==> config.mk <==
export PLATFORM = sky130hd
export DESIGN_NAME = exe_stage_mc
export DESIGN_NICKNAME = d
export VERILOG_FILES = /design/src/rtl/exe_stage_mc.sv
export SDC_FILE = /design/constraint.sdc
export NUM_CORES = 2
export LEC_CHECK = 0
export ABC_AREA = 1
export CORE_AREA = 2 2 253 255
export CTS_CLUSTER_SIZE = 24
export DETAILED_ROUTE_END_ITERATION = 6
export DIE_AREA = 0 0 255 257
export PLACE_DENSITY_LB_ADDON = 0.15
export SLEW_MARGIN = 20
export SYNTH_ARGS = -nofsm -noshare
export SYNTH_HDL_FRONTEND = slang
export SYNTH_SLANG_ARGS = --single-unit
export TNS_END_PERCENT = 1
==> constraint.sdc <==
create_clock -name clk -period 4.6 [get_ports clk]
set_input_delay 0.46 -clock clk [delete_from_list [all_inputs] [get_ports clk]]
set_output_delay 0.46 -clock clk [all_outputs]
set_load 0.01 [all_outputs]
==> src/rtl/exe_stage_mc.sv <==
// exe_stage_mc: single-issue execute stage with a multi-cycle multiplier.
//
// Purpose
//   Resolves operand forwarding and ALU/compare muxes when an op is accepted.
//   ALU ops produce a registered result one cycle after accept. MUL ops run a
//   radix-2 shift-add on operand magnitudes (one multiplier bit per cycle,
//   XLEN iterations) and then fix the sign with a 2*XLEN-bit negate.
//
// Handshake
//   A transfer happens on a rising edge where valid and ready are both 1.
//   Upstream: in_valid/in_ready. Downstream: out_valid/out_ready. out_valid
//   stays 1 and output data stays stable until out_ready is seen high.
//   flush kills a held or in-flight op and blocks accept in the same cycle.
//
// Ports
//   clk, rst                  clock, asynchronous active-low reset
//   in_valid, in_ready        upstream handshake
//   op, cmpop                 operation select, branch compare code
//   rs1_sel, rs2_sel          0 = regfile, k = fwd_data slice k-1
//   alumux1_sel, alumux2_sel  ALU operand a: rs1/pc, operand b: imm/rs2
//   cmp_sel                   compare operand b: rs2/imm
//   rs1_data, rs2_data, pc, imm, fwd_data   operand sources
//   flush                     synchronous kill
//   out_valid, out_ready      downstream handshake
//   alu_out, rs2_out, br_en   result, forwarded rs2, branch decision
//   busy                      multiplier iterating
//   dbg_state                 current FSM state (IDLE=0, BUSY=1, VALID=2)
module exe_stage_mc #(
  parameter int XLEN = 32,
  parameter int NFWD = 2,
  localparam int SW = $clog2(NFWD + 1)
) (
  input  logic                 clk,
  input  logic                 rst,
  input  logic                 in_valid,
  output logic                 in_ready,
  input  logic [3:0]           op,
  input  logic [2:0]           cmpop,
  input  logic [SW-1:0]        rs1_sel,
  input  logic [SW-1:0]        rs2_sel,
  input  logic                 alumux1_sel,
  input  logic                 alumux2_sel,
  input  logic                 cmp_sel,
  input  logic [XLEN-1:0]      rs1_data,
  input  logic [XLEN-1:0]      rs2_data,
  input  logic [XLEN-1:0]      pc,
  input  logic [XLEN-1:0]      imm,
  input  logic [NFWD*XLEN-1:0] fwd_data,
  input  logic                 flush,
  output logic                 out_valid,
  input  logic                 out_ready,
  output logic [XLEN-1:0]      alu_out,
  output logic [XLEN-1:0]      rs2_out,
  output logic                 br_en,
  output logic                 busy,
  output logic [1:0]           dbg_state
);

  localparam int SHW = $clog2(XLEN);
  localparam int CW  = $clog2(XLEN);

  typedef enum logic [1:0] {
    IDLE  = 2'd0,
    BUSY  = 2'd1,
    VALID = 2'd2
  } state_t;

  state_t state_q, state_d;

  logic            accept;
  logic [XLEN-1:0] rs1_fwd, rs2_fwd;
  logic [XLEN-1:0] alu_a, alu_b, cmp_b, alu_res;
  logic [SHW-1:0]  shamt;
  logic            cmp_res;

  // multiplier state
  logic [CW-1:0]     cnt;
  logic [2*XLEN-1:0] mcand, acc, acc_nx, prod;
  logic [XLEN-1:0]   mplier;
  logic              neg_r, hi_r;
  logic              mul_last;
  logic [XLEN-1:0]   mul_res;

  // MUL operand signedness and magnitudes
  logic            signed_a, signed_b, a_neg, b_neg;
  logic [XLEN-1:0] a_mag, b_mag;

  // ---------------------------------------------------------------------
  // Forwarding: out-of-range selects fall back to the regfile value.
  // ---------------------------------------------------------------------
  always_comb begin
    rs1_fwd = rs1_data;
    rs2_fwd = rs2_data;
    for (int k = 1; k <= NFWD; k++) begin
      if (rs1_sel == SW'(k)) rs1_fwd = fwd_data[(k-1)*XLEN +: XLEN];
      if (rs2_sel == SW'(k)) rs2_fwd = fwd_data[(k-1)*XLEN +: XLEN];
    end
  end

  // ---------------------------------------------------------------------
  // ALU and branch compare
  // ---------------------------------------------------------------------
  always_comb begin
    alu_a = alumux1_sel ? pc : rs1_fwd;
    alu_b = alumux2_sel ? rs2_fwd : imm;
    cmp_b = cmp_sel ? imm : rs2_fwd;
    shamt = alu_b[SHW-1:0];
    unique case (op[2:0])
      3'd0:    alu_res = alu_a + alu_b;
      3'd1:    alu_res = alu_a << shamt;
      3'd2:    alu_res = $unsigned($signed(alu_a) >>> shamt);
      3'd3:    alu_res = alu_a - alu_b;
      3'd4:    alu_res = alu_a ^ alu_b;
      3'd5:    alu_res = alu_a >> shamt;
      3'd6:    alu_res = alu_a | alu_b;
      default: alu_res = alu_a & alu_b;
    endcase
    case (cmpop)
      3'b000:  cmp_res = (rs1_fwd == cmp_b);
      3'b001:  cmp_res = (rs1_fwd != cmp_b);
      3'b100:  cmp_res = ($signed(rs1_fwd) <  $signed(cmp_b));
      3'b101:  cmp_res = ($signed(rs1_fwd) >= $signed(cmp_b));
      3'b110:  cmp_res = (rs1_fwd <  cmp_b);
      3'b111:  cmp_res = (rs1_fwd >= cmp_b);
      default: cmp_res = 1'b0;
    endcase
  end

  // ---------------------------------------------------------------------
  // MUL setup. op[1:0]: 00 mul, 01 mulh, 10 mulhsu, 11 mulhu. The low half
  // is the same for any signedness, so plain mul uses the signed path.
  // ---------------------------------------------------------------------
  always_comb begin
    signed_a = (op[1:0] != 2'b11);
    signed_b = (op[1] == 1'b0);
    a_neg    = signed_a & rs1_fwd[XLEN-1];
    b_neg    = signed_b & rs2_fwd[XLEN-1];
    a_mag    = a_neg ? (-rs1_fwd) : rs1_fwd;
    b_mag    = b_neg ? (-rs2_fwd) : rs2_fwd;
  end

  // Final iteration's partial sum is folded in here so the result can be
  // registered on the same edge the FSM leaves BUSY.
  always_comb begin
    mul_last = (cnt == CW'(XLEN - 1));
    acc_nx   = acc + (mplier[0] ? mcand : '0);
    prod     = neg_r ? (-acc_nx) : acc_nx;
    mul_res  = hi_r ? prod[2*XLEN-1:XLEN] : prod[XLEN-1:0];
  end

  // ---------------------------------------------------------------------
  // FSM
  // ---------------------------------------------------------------------
  always_ff @(posedge clk or negedge rst) begin
    if (!rst) state_q <= IDLE;
    else      state_q <= state_d;
  end

  always_comb begin
    state_d   = state_q;
    in_ready  = 1'b0;
    out_valid = (state_q == VALID);
    busy      = (state_q == BUSY);
    dbg_state = state_q;

    // rst gates in_ready so nothing looks acceptable while held in reset.
    in_ready = rst & ~flush &
               ((state_q == IDLE) | ((state_q == VALID) & out_ready));
    accept   = in_valid & in_ready;

    if (flush) begin
      state_d = IDLE;
    end else begin
      case (state_q)
        IDLE: begin
          if (accept) state_d = op[3] ? BUSY : VALID;
        end
        BUSY: begin
          if (mul_last) state_d = VALID;
        end
        VALID: begin
          if (out_ready) begin
            if (accept) state_d = op[3] ? BUSY : VALID;
            else        state_d = IDLE;
          end
        end
        default: state_d = IDLE;
      endcase
    end
  end

  // ---------------------------------------------------------------------
  // Datapath registers. Output registers only change on accept (ALU) or on
  // the last multiply iteration, so they hold while out_ready is low and
  // keep their last value across a flush.
  // ---------------------------------------------------------------------
  always_ff @(posedge clk or negedge rst) begin
    if (!rst) begin
      alu_out <= '0;
      rs2_out <= '0;
      br_en   <= 1'b0;
      cnt     <= '0;
      mcand   <= '0;
      mplier  <= '0;
      acc     <= '0;
      neg_r   <= 1'b0;
      hi_r    <= 1'b0;
    end else if (accept) begin
      rs2_out <= rs2_fwd;
      if (!op[3]) begin
        alu_out <= alu_res;
        br_en   <= cmp_res;
      end else begin
        mcand  <= {{XLEN{1'b0}}, a_mag};
        mplier <= b_mag;
        acc    <= '0;
        cnt    <= '0;
        neg_r  <= a_neg ^ b_neg;
        hi_r   <= (op[1:0] != 2'b00);
      end
    end else if (state_q == BUSY && !flush) begin
      acc    <= acc_nx;
      mcand  <= mcand << 1;
      mplier <= mplier >> 1;
      cnt    <= cnt + 1'b1;
      if (mul_last) begin
        alu_out <= mul_res;
        br_en   <= 1'b0;
      end
    end
  end

endmodule

==> run_results.csv <==
group,metric,value,unit
setup_path,cp-end-kind,"register",
finish,multi_input_area,21600,um2
synthesis,synthArstFlopShare,100,%
route,wl_per_cell,23.4,um
placed_design,gp_congestion,1.17,
floorplanning,ios,281,
placed_design,dp_hpwl,133,mm
worst_hold_path,holdCritPathClass,"in2async",
clock_tree,cts-root-buf,"clkbuf_16",
clock_tree,numCtsBuffers,29,
timing,final.period_utilization,96.8,%
global_routing,grt_use_total,48.6,%
synthesis,ys_seq_area_share,18.8,%
clock_tree,cts_tree,"built",
run,max-cap-violations,0,
clock_tree,clk_latency,0.61,ns
power,p_per_area,378,nW/um2
route,avgViaCountPerCell,5.91,
power,p_leak,0.0210,uW
finish,finalCoreUtilization,62.3,%
timing,slew_headroom,27.1,%
power,ir_drop,0.271,mV
clock_tree,cts_sinks,234,
global_routing,first_global_vias,38500,
status,status,"complete, but fails checks",
finish,area_growth,25.4,%
global_routing,antenna_found_initial,9,
timing,setup_viol,0,
floorplanning,die_area,65500,um2
power,power,14800,uW
finish,layout-drive-gt1-share,11.9,%
synthesis,synth_ff_type,"dfrtp_1",
synthesis,ys_ff_latch,234,
timing,fin_crit,4.45,ns
placed_design,port-buffer-count,280,
power,p_sw_share,51.0,%
timing,hold_violations,0,
finish,n_fill_cell,6146,
route,drt_first_pass_iters,7,
route,drc,5,
power,p_clk_share,17.0,%
synthesis,ys_types,65,
power,combPwrFrac,61.6,%
route,detail-route-antenna-nets,0,
clock_tree,clk_path_buf_depth,3,
global_routing,gr-total-overflow,0,
clock_tree,htreeDepth,1,
setup_path,critPathArrivalTime,4.97,ns
route,drt_wl_total,163,mm
global_routing,grt_max_degree,138,
finish,fin_nets,6512,
synthesis,synth_nets,5941,
setup_path,crit_type,"reg2reg",
synthesis,synth_edf_count,0,
timing,grt_setup_unrepaired,"true",
synthesis,avgSynthCellArea,5.64,um2
finish,seq_area,5860,um2
floorplanning,coreArea,62700,um2
power,sequentialPowerShare,21.4,%
floorplanning,fp.dieH,257,um
timing,clock_skew,0.0299,ns
synthesis,netlist_instances,5531,
global_routing,grt_pass1_wl,238,mm
route,vias,41300,
route,drt-initial-drc-count,5527,
status,violations,"design-rule violations",
synthesis,yosysWarnings,0,
floorplanning,dieWidth,255,um
timing,slew_violations,0,
power,power_switching,7520,uW
clock_tree,clkTransAtPathRegs,0.07,ns
floorplanning,start_util,49.7,%
setup_path,crit_fanout,8,
setup_path,critPathLaunchType,"register",
timing,max_freq,225,MHz
synthesis,netlist_area,31200,um2
timing,worst_pin_slew,1.08,ns
timing,holdWs,0.302,ns
timing,setup_tns,0,ns
setup_path,required,5.12,ns
power,p_int,7240,uW
floorplanning,rows,92,
[power by group through the flow]
stage	registers (uW)	logic (uW)	clock network [uW]
CTS	3120	8620	2490
finish	3160	9090	2520
global placement	3130	8480	0
global route	3190	9750	2570
floorplan	3010	4870	0
detailed placement	3140	8560	0
[worst paths after layout]
path                       slack, ns                        to             startpoint  cells past startpoint
max reg2reg                     0.15    alu_out[5]$_DFFE_PN0P_  mplier[0]$_DFFE_PN0P_                     23
max in group asynchronous       3.04       acc[39]$_DFFE_PN0P_                    rst                      3
min reg2reg                     0.48     mplier[1]$_DFFE_PN0P_  mplier[2]$_DFFE_PN0P_                      2
min in group clk                0.44  dbg_state[1]$_DFFE_PN0P_              out_ready                      2
max                             0.15    alu_out[5]$_DFFE_PN0P_  mplier[0]$_DFFE_PN0P_                     23
min                             0.30        cnt[1]$_DFFE_PN0P_                    rst                      2
[cells in the mapped netlist, types with 16 or more instances]
master    number  area [um2]
nand2_1     1812        6800
inv_1        768        2880
nor2_1       506        1900
nand3_1      505        2530
o21ai_0      356        1780
a21oi_1      289        1450
dfrtp_1      234        5860
ha_1         197        2460
clkbuf_1     131         492
nand4_1       72         450
o21ai_1       70         350
nor3_1        47         235
o22ai_1       47         294
xor2_1        46         403
buf_2         43         215
o211ai_1      30         225
or2_2         28         175
inv_2         24        90.1
o21a_1        23         173
a31oi_1       21         131
o221ai_1      21         184
o21ai_2       20         175
buf_1         19        71.3
nand2_2       19         119
nand3b_1      18         135
nor2_2        17         106
a21oi_2       16         140
[cell type report]
class | count | share of cell area, %
Clock inverter | 19 | 0.624
Timing Repair Buffer | 751 | 16.7
Inverter | 796 | 7.66
Tap cell | 846 | 2.71
Sequential cell | 234 | 15.0
Multi-Input combinational cell | 4290 | 55.4
Clock buffer | 35 | 1.97
Antenna cell | 7 | 0.0448
[layout by cell type, fill, tap and decap left out, drive strengths merged, types with 8 or more instances in the layout]
cell and instances:
clkdlybuf4s50 276, ha 197, o22ai 47, dfrtp 234, o21a 23, a211oi 8, nor4 12, o21bai 15
or2 31, o21ai 448, o221ai 21, clkbuf 36, a21o 9, o2111ai 15, nand2 1831, xor2 46
nand3b 18, nor2 528, a31oi 21, nand3 510, o211ai 32, clkinv 12, a21oi 312, and2 8
nor3 51, nand4 72, buf 470, inv 794
[cells by family after synthesis]
kind of cell / share of synthesized area (%)
DFF: 18.8
AOI/OAI and AO/OA: 18.2
and+or+nand+nor: 41.0
buffers and inverters: 12.6
adders and majority gates: 8.04
xor gates and xnor gates: 1.38
muxes: 0.0321
[timing repair]
item,in CTS,in global routing
setup endpoints to repair,3,29
buffers inserted,0,11
pin swaps,0,15
resized for setup,3,60
endpoints found under the hold margin,28,0
hold buffers,1,0
[sequential cells by signal, indices dropped and copies added (netlist names)]
signal	cells
dbg_state	2
mcand	64
hi_r	1
br_en	1
neg_r	1
mplier	32
rs2_out	32
cnt	5
acc	64
alu_out	32
[per-layer routing]
metal	GRT usage (%)	wire (um)	vias to the layer above
met5	0	70	-
met4	38.9	16200	10
met3	11.9	18700	695
met2	74.5	69300	2779
met1	57.8	59100	18700
li1	-	-	19000
[through the flow]
stage | instance area [um2] | setup WS (ns) | instances
2_1_floorplan | 31200 | 0.162 | 5531
3_3_place_gp | 37700 | -0.640 | 6904
3_5_place_dp | 37700 | -0.647 | 6904
4_1_cts | 38800 | 0.00195 | 6959
5_1_grt | 39100 | -0.0205 | 6975
6_report | 39100 | 0.146 | 6978
[critical path, cell delays in order, from the launching register on]
cell and delay, ns:
dfrtp_2 0.48, buf_2 0.19, buf_4 0.14, nand2_1 0.05, inv_1 0.07, ha_1 0.37, nand2_1 0.11, nor2_1 0.25
nand3_1 0.14, nand3_1 0.28, nand2_1 0.12, nand2_1 0.12, nand2_1 0.06, nand2_1 0.22, nand2_1 0.12, nor2_1 0.19
nand3_2 0.18, o21ai_2 0.19, nand2_2 0.13, nand3_1 0.09, nand3_1 0.21, o31ai_2 0.30, nand2_1 0.16, a21oi_1 0.18
(Power assumes the default switching activity.)
